==> config.mk <==
export PLATFORM = sky130hd
export DESIGN_NAME = axi_lite_slave_regfile
export DESIGN_NICKNAME = d
export VERILOG_FILES = /design/src/rtl/axi_lite_pkg.sv /design/src/rtl/axi_lite_slave_rd.sv /design/src/rtl/axi_lite_slave_regfile.sv
export SDC_FILE = /design/constraint.sdc
export NUM_CORES = 1
export LEC_CHECK = 0
export ABC_CLOCK_PERIOD_IN_PS = 6700
export CAP_MARGIN = 10
export CORE_ASPECT_RATIO = 0.8
export CORE_MARGIN = 2
export CORE_UTILIZATION = 25
export CTS_BUF_LIST = sky130_fd_sc_hd__clkbuf_8 sky130_fd_sc_hd__clkbuf_16
export CTS_CLUSTER_DIAMETER = 50
export DETAILED_ROUTE_END_ITERATION = 6
export HOLD_SLACK_MARGIN = 0.03
export PLACE_DENSITY_LB_ADDON = 0.3
export SLEW_MARGIN = 20
export SYNTH_ARGS = -nofsm -noshare
export SYNTH_HDL_FRONTEND = slang
export SYNTH_SLANG_ARGS = --single-unit
==> constraint.sdc <==
create_clock -name clk -period 6.7 [get_ports clk]
set_clock_uncertainty 0.1 [all_clocks]
set_input_delay 0.67 -clock clk [delete_from_list [all_inputs] [get_ports clk]]
set_output_delay 0.67 -clock clk [all_outputs]
set_load 0.02 [all_outputs]
==> src/rtl/axi_lite_pkg.sv <==
// axi_lite_pkg: AXI4-Lite response codes and default widths shared by slave and master sides.
package axi_lite_pkg;
    typedef enum logic [1:0] {
        RESP_OKAY   = 2'b00,
        RESP_EXOKAY = 2'b01,
        RESP_SLVERR = 2'b10,
        RESP_DECERR = 2'b11
    } axi_resp_e;

    localparam int DEFAULT_DATA_WIDTH     = 32;
    localparam int DEFAULT_RESPONSE_WIDTH = 2;
    localparam int DEFAULT_NUM_REGS       = 16;
endpackage

==> src/rtl/axi_lite_slave_rd.sv <==
// axi_lite_slave_rd: AXI4-Lite read channel; decodes araddr and registers one response until rready.
module axi_lite_slave_rd
    import axi_lite_pkg::*;
#(
    parameter int DATA_WIDTH     = DEFAULT_DATA_WIDTH,
    parameter int RESPONSE_WIDTH = DEFAULT_RESPONSE_WIDTH,
    parameter int NUM_REGS       = DEFAULT_NUM_REGS
) (
    input  logic                           clk,
    input  logic                           resetn,
    input  logic                           arvalid,
    input  logic [DATA_WIDTH-1:0]          araddr,
    output logic                           arready,
    output logic                           rvalid,
    output logic [DATA_WIDTH-1:0]          rdata,
    output logic [RESPONSE_WIDTH-1:0]      rresp,
    input  logic                           rready,
    input  logic [NUM_REGS*DATA_WIDTH-1:0] regs_i
);
    localparam int IDX_W = $clog2(NUM_REGS);
    localparam logic [DATA_WIDTH-1:0] ADDR_END = DATA_WIDTH'(NUM_REGS * 4);
    localparam logic [RESPONSE_WIDTH-1:0] OKAY   = RESPONSE_WIDTH'(RESP_OKAY);
    localparam logic [RESPONSE_WIDTH-1:0] SLVERR = RESPONSE_WIDTH'(RESP_SLVERR);

    logic                      rvalid_q, rvalid_d;
    logic [DATA_WIDTH-1:0]     rdata_q, rdata_d;
    logic [RESPONSE_WIDTH-1:0] rresp_q, rresp_d;
    logic                      ar_hs, ar_ok;
    logic [IDX_W-1:0]          ar_idx;

    // Ready is gated by resetn so it drops the instant reset asserts.
    assign arready = resetn && !rvalid_q;
    assign ar_hs   = arvalid && arready;
    assign ar_ok   = (araddr < ADDR_END) && (araddr[1:0] == 2'b00);
    assign ar_idx  = araddr[2 +: IDX_W];
    assign rvalid  = rvalid_q;
    assign rdata   = rdata_q;
    assign rresp   = rresp_q;

    always_comb begin
        rvalid_d = ar_hs || (rvalid_q && !rready);
        rdata_d  = ar_hs ? (ar_ok ? regs_i[ar_idx*DATA_WIDTH +: DATA_WIDTH] : '0) : rdata_q;
        rresp_d  = ar_hs ? (ar_ok ? OKAY : SLVERR) : rresp_q;
    end

    always_ff @(posedge clk or negedge resetn) begin
        if (!resetn) begin
            rvalid_q <= 1'b0;
            rdata_q  <= '0;
            rresp_q  <= '0;
        end else begin
            rvalid_q <= rvalid_d;
            rdata_q  <= rdata_d;
            rresp_q  <= rresp_d;
        end
    end
endmodule

==> src/rtl/axi_lite_slave_regfile.sv <==
// axi_lite_slave_regfile: AXI4-Lite slave register file; write path and registers here, reads in axi_lite_slave_rd.
module axi_lite_slave_regfile
    import axi_lite_pkg::*;
#(
    parameter int DATA_WIDTH     = DEFAULT_DATA_WIDTH,
    parameter int RESPONSE_WIDTH = DEFAULT_RESPONSE_WIDTH,
    parameter int NUM_REGS       = DEFAULT_NUM_REGS
) (
    input  logic                           clk,
    input  logic                           resetn,
    input  logic                           awvalid,
    input  logic [DATA_WIDTH-1:0]          awaddr,
    input  logic [2:0]                     awprot,
    output logic                           awready,
    input  logic                           wvalid,
    input  logic [DATA_WIDTH-1:0]          wdata,
    input  logic [DATA_WIDTH/8-1:0]        wstrb,
    output logic                           wready,
    output logic                           bvalid,
    output logic [RESPONSE_WIDTH-1:0]      bresp,
    input  logic                           bready,
    input  logic                           arvalid,
    input  logic [DATA_WIDTH-1:0]          araddr,
    input  logic [2:0]                     arprot,
    output logic                           arready,
    output logic                           rvalid,
    output logic [DATA_WIDTH-1:0]          rdata,
    output logic [RESPONSE_WIDTH-1:0]      rresp,
    input  logic                           rready,
    output logic [NUM_REGS*DATA_WIDTH-1:0] regs_o
);
    localparam int STRB_W = DATA_WIDTH / 8;
    localparam int IDX_W  = $clog2(NUM_REGS);
    localparam logic [DATA_WIDTH-1:0] ADDR_END = DATA_WIDTH'(NUM_REGS * 4);
    localparam logic [RESPONSE_WIDTH-1:0] OKAY   = RESPONSE_WIDTH'(RESP_OKAY);
    localparam logic [RESPONSE_WIDTH-1:0] SLVERR = RESPONSE_WIDTH'(RESP_SLVERR);

    logic                           aw_full_q, aw_full_d;
    logic [DATA_WIDTH-1:0]          aw_addr_q, aw_addr_d;
    logic                           w_full_q, w_full_d;
    logic [DATA_WIDTH-1:0]          w_data_q, w_data_d;
    logic [STRB_W-1:0]              w_strb_q, w_strb_d;
    logic                           bvalid_q, bvalid_d;
    logic [RESPONSE_WIDTH-1:0]      bresp_q, bresp_d;
    logic [NUM_REGS*DATA_WIDTH-1:0] regs_q, regs_d;
    logic                           aw_hs, w_hs, commit, aw_ok;
    logic [IDX_W-1:0]               aw_idx;
    logic                           unused_prot;

    assign unused_prot = ^{awprot, arprot};

    // Readies are gated by resetn so they drop the instant reset asserts.
    assign awready = resetn && !aw_full_q && !bvalid_q;
    assign wready  = resetn && !w_full_q && !bvalid_q;
    assign aw_hs   = awvalid && awready;
    assign w_hs    = wvalid && wready;
    assign commit  = aw_full_q && w_full_q;
    assign aw_ok   = (aw_addr_q < ADDR_END) && (aw_addr_q[1:0] == 2'b00);
    assign aw_idx  = aw_addr_q[2 +: IDX_W];
    assign bvalid  = bvalid_q;
    assign bresp   = bresp_q;
    assign regs_o  = regs_q;

    always_comb begin
        aw_full_d = commit ? 1'b0 : (aw_full_q || aw_hs);
        aw_addr_d = aw_hs ? awaddr : aw_addr_q;
        w_full_d  = commit ? 1'b0 : (w_full_q || w_hs);
        w_data_d  = w_hs ? wdata : w_data_q;
        w_strb_d  = w_hs ? wstrb : w_strb_q;
        bvalid_d  = commit || (bvalid_q && !bready);
        bresp_d   = commit ? (aw_ok ? OKAY : SLVERR) : bresp_q;
        regs_d    = regs_q;
        for (int k = 0; k < STRB_W; k++)
            if (commit && aw_ok && w_strb_q[k])
                regs_d[aw_idx*DATA_WIDTH + k*8 +: 8] = w_data_q[k*8 +: 8];
    end

    always_ff @(posedge clk or negedge resetn) begin
        if (!resetn) begin
            aw_full_q <= 1'b0;
            aw_addr_q <= '0;
            w_full_q  <= 1'b0;
            w_data_q  <= '0;
            w_strb_q  <= '0;
            bvalid_q  <= 1'b0;
            bresp_q   <= '0;
            regs_q    <= '0;
        end else begin
            aw_full_q <= aw_full_d;
            aw_addr_q <= aw_addr_d;
            w_full_q  <= w_full_d;
            w_data_q  <= w_data_d;
            w_strb_q  <= w_strb_d;
            bvalid_q  <= bvalid_d;
            bresp_q   <= bresp_d;
            regs_q    <= regs_d;
        end
    end

    axi_lite_slave_rd #(
        .DATA_WIDTH    (DATA_WIDTH),
        .RESPONSE_WIDTH(RESPONSE_WIDTH),
        .NUM_REGS      (NUM_REGS)
    ) u_rd (
        .clk    (clk),
        .resetn (resetn),
        .arvalid(arvalid),
        .araddr (araddr),
        .arready(arready),
        .rvalid (rvalid),
        .rdata  (rdata),
        .rresp  (rresp),
        .rready (rready),
        .regs_i (regs_q)
    );
endmodule

Word level (Yosys, flattened, before mapping)
Cells that the tools add are included.
W data, S select, Z words.
{"block": "totals", "ff_bits": 620, "inputBits": 113}
{"block": "op_classes", "addsub": 7, "order_cmp": 2, "shifts": 9, "n_mux": 13, "n_reduce_logical": 30}
{"op": "$bwmux W512", "count": 4}
{"op": "$mux W512", "count": 4}
{"op": "$shift A8 B34 Y512 const A", "count": 4}
{"op": "$shiftx A8 B34 Y512", "count": 4}
{"op": "$shiftx A512 B10 Y32", "count": 1}
{"op": "$neg A10 Y34", "count": 3}
{"op": "$lt A32 B7 Y1 const B", "count": 2}
{"op": "$neg A9 Y34", "count": 1}
{"op": "$mux W32", "count": 1}
{"op": "$add A9 B5 Y10 const B", "count": 2}
{"op": "$logic_and A1 B1 Y1", "count": 18}
{"op": "$add A9 B4 Y10 const B", "count": 1}
{"op": "$logic_not A1 Y1", "count": 6}
{"op": "$logic_not A2 Y1", "count": 2}
{"op": "$logic_or A1 B1 Y1", "count": 4}
{"op": "$mux W2", "count": 2}
{"op": "$mux W1", "count": 2}

Longest topological paths before layout
{"block": "depth", "word_depth": 11, "ltp_mapped": 9, "depth_no_buf": 6}

Modules after synthesis
A second synthesis with hierarchy kept.
{"block": "hier_totals", "cells_unflattened": 2013, "hier_area_um2": 28926.5}
{"mod": "axi_lite_slave_regfile", "n_inst": 1, "cells_each": 1652, "area_per_inst_um2": 23917.9, "seq_area_each_um2": 14614.0}
{"mod": "axi_lite_slave_rd", "n_inst": 1, "cells_each": 361, "area_per_inst_um2": 5008.6, "seq_area_each_um2": 850.8}

Worst setup path after synthesis
OpenSTA, ideal clock, no wires.
{"block": "synth_timing", "path_kind": "reg-to-reg", "from": "register aw_addr_q[4]", "to": "register regs_q[160] (netlist: regs_o[160])", "arrival_ns": 2.966, "setup_slack_ns": 3.509, "path_stages_with_launch": 10, "period_less_slack_ns": 3.191, "cell_sequence": "dfrtp_1 -> buf_2 -> buf_6 -> nor3_1 -> clkbuf_1 -> ha_1 -> clkbuf_1 -> nand3_1 -> nor4_4 -> mux2_2"}
{"block": "synth_between", "elab_chain_cells": 11}
{"element": "start, declared", "line_no": "axi_lite_slave_regfile.sv:39", "rtl": "logic [DATA_WIDTH-1:0] aw_addr_q, aw_addr_d;"}
{"element": "start signal, assigned", "line_no": "axi_lite_slave_regfile.sv:90", "rtl": "aw_addr_q <= aw_addr_d;"}
{"element": "parallel branches: the longest is 10 deep, another holds $neg A10 Y34"}
{"element": "$mux W512 (*)", "line_no": "axi_lite_slave_regfile.sv:74", "rtl": "if (commit && aw_ok && w_strb_q[k])"}
{"element": "end signal, assigned", "line_no": "axi_lite_slave_regfile.sv:96", "rtl": "regs_q <= regs_d;"}
{"element": "end, declared", "line_no": "axi_lite_slave_regfile.sv:45", "rtl": "logic [NUM_REGS*DATA_WIDTH-1:0] regs_q, regs_d;"}
Mark *: on every way between the ends.
A chain may end at the register's enable or synchronous reset.

Worst setup path after layout
{"block": "layout_timing", "from": "register aw_addr_q[2]", "to": "register regs_q[384] (netlist: regs_o[384])"}
Same word-level chain as after synthesis.

==> results_dict.tcl <==
set metrics [dict create \
    first_pass_iters 5 \
    total_power_w 0.0116 \
    dp_hpwl_mm 89.4 \
    maxCapViolations 0 \
    cp-start-kind "register" \
    slew_headroom_pct 20.1 \
    fin_nets 2974 \
    die_area_mm2 0.123 \
    power_leakage_nw 18.5 \
    timing.fmax_ghz 0.259 \
    hold_class "in -> async" \
    fin_util_pct 35.3 \
    drv_slew 0 \
    final_cells 4547 \
    finalCriticalPeriod_ps 3860 \
    run_status "completed" \
    grt_use_total_pct 20.7 \
    finalSetupViolCount 0 \
    clkSlewWorstSetupHoldPaths_ps 60 \
    power_density_mw_per_mm2 276 \
    syn_area_per_cell_um2 13.9 \
    cts_tree "yes" \
    synth_area_leaders "dfrtp_1, mux2_2, mux4_2" \
    fin_setup_tns_ps 0 \
    cts_buffer_depth 3 \
    worst_hold_slack_ps 300 \
    clk_latency_ps 690 \
    gp_congestion 0.776 \
    reg2reg_slack_ps 2840 \
    drive_gt1_share_pct 32.6 \
    ys_seq_elements 618 \
    ys_top_cells_by_count "dfrtp_1, mux2_2, mux2i_1, nor2_1, and2_1" \
    wl_per_cell_um 28.5 \
    cts_sinks 618 \
    detail_route.vias_per_cell 4.84 \
    crit_arrival_ps 4310 \
    worstPathRequired_ps 7150 \
    place_inst 4365 \
    placeableCoreArea_mm2 0.119 \
    die_x_um 392 \
    floorplan.initialDensity_pct 25.3 \
    async_flop_share_pct 100 \
    rsz0062_at_grt "false" \
    crit_type "reg -> reg" \
    drt_iter0_markers 1410 \
    end_kind "register" \
    vias 22000 \
    synth_cells 2170 \
    synth_top_area_share_pct 51.3 \
    die_y_um 315 \
    drc 0 \
    grt_pass1_vias 22500 \
    finalWirelength_mm 130 \
    multiInputGateArea_mm2 0.0140 \
    path_max_fanout 17 \
    row_count 113 \
    yosys_most_used_dff "dfrtp_1" \
    port_buffers 657 \
    grt_max_degree 124 \
    post-cts-setup-buffers 0 \
    syn_area_mm2 0.0301 \
    overflow 0 \
    io_pins 666 \
    regArea_mm2 0.0155 \
    synth_edf_count 0 \
    antenna_found_initial 13 \
    fillers 11800 \
    ir_drop_v 0.000193 \
    area_delta_synth_final_pct 39.7 \
    yosys.cell_types.count 43 \
    synth.most_common_cell "dfrtp_1" \
    cts-buffers-inserted 91 \
    grt_pass1_wl_mm 180 \
    h-tree-depth 3 \
    timing.rr.start "aw_addr_q[2]" \
    yosysWarningCount 0 \
    fin_crit_sh_pct 57.6 \
    r2r-end "regs_o[384]" \
    hold_viol 0 \
    ys_seq_area_share_pct 51.3 \
    ant_nets 0 \
    clockRootBuffer "clkbuf_16" \
    yosysTopAreaCell "dfrtp_1" \
    r2r_cells 7 \
    worstMarginPinSlew_ps 1190 \
]
[cell families after synthesis]
logic type	share of synthesized area (%)
compound gates	3.35
xor+xnor	0.0581
fa+ha+maj	0.208
buf+inv	2.41
flops	51.3
mux	30.8
other cells	0.0124
simple gates	11.8
[worst max-delay path by stage]
stage,from,end,slack (ps),depth (start not counted)
2_1_floorplan,aw_addr_q[4],regs_o[160],3510,9
3_3_place_gp,aw_addr_q[2],regs_o[290],2840,6
3_5_place_dp,aw_addr_q[2],regs_o[291],2800,6
4_1_cts,aw_addr_q[2],regs_o[417],2770,6
5_1_grt,aw_addr_q[2],regs_o[417],2660,6
6_report,aw_addr_q[2],regs_o[384],2840,7
[routing by layer]
metal  global-route usage [%]  routed length [um]
met5                        0                  37
met1                     27.6               57100
met3                     5.07                8180
met4                     5.36                2610
met2                     33.5               61600
[stage by stage]
step                cell area, um^2  setup WS (ps)
floorplan                     30100           3510
global placement              38700           2840
detailed placement            38700           2800
CTS                           42000           2770
global route                  42100           2660
finish                        42100           2840
[repair_timing]
| item | 4_1_cts | 5_1_grt |
|---|---|---|
| hold buffers | 1 | 0 |
| setup endpoints to repair | 0 | 0 |
| endpoints found under the hold margin | 10 | 0 |
| gates resized for setup | 0 | 0 |
[final cells by class]
type | instances | share of cell area [%]
clock inverters | 61 | 1.89
clock buffers | 106 | 5.95
well taps | 1610 | 4.79
repair buffers | 726 | 17.1
flip-flops and latches | 618 | 36.7
inverters | 29 | 0.259
diodes | 7 | 0.0416
multi-input cells | 1390 | 33.2
[worst max-delay path, cell delays in order, from the launching register on]
cell     delay, ps
dfrtp_2        770
nor3_2         120
buf_4          220
ha_1           540
nor2b_1        280
nand2_1        280
nor4_4        1000
mux2_2         420
[sequential cells by signal, summed over array words and instances, names as in the netlist]
signal       flops
aw_full_q        1
bvalid           1
w_data_q        32
u_rd.rdata      32
u_rd.rvalid      1
bresp            1
w_strb_q         4
w_full_q         1
regs_o         512
u_rd.rresp       1
aw_addr_q       32
[power by group]
group | internal [W] | switching [W] | leakage (nW)
sequential | 0.00395 | 0.000373 | 8.47
combinational | 0.000606 | 0.00145 | 8.38
clock | 0.00326 | 0.00198 | 1.64
[layout by cell type (no fill, tap or decap), types with 3 or more instances in the layout]
cell type          n
a211oi_1          30
a21oi_1            3
and2_1            85
and3_1            40
buf_12             5
buf_4             57
buf_6              6
bufinv_16         14
clkbuf_16         93
clkbuf_8          17
clkdlybuf4s50_1  652
clkinv_2          11
clkinv_4           3
clkinvlp_4         5
dfrtp_1          616
diode_2            7
ha_1               5
inv_1             30
inv_2              4
inv_6             16
inv_8              4
mux2_2           566
mux2i_1          138
mux4_2            68
nand2_1           78
nand2b_1           3
nand3_1            8
nand3b_1          60
nand4_1            4
nor2_1            97
nor2b_1            7
nor4_1            13
nor4_4            64
o211ai_1          60
o21ai_0            5
o31ai_1           30
(Power assumes the default switching activity.)
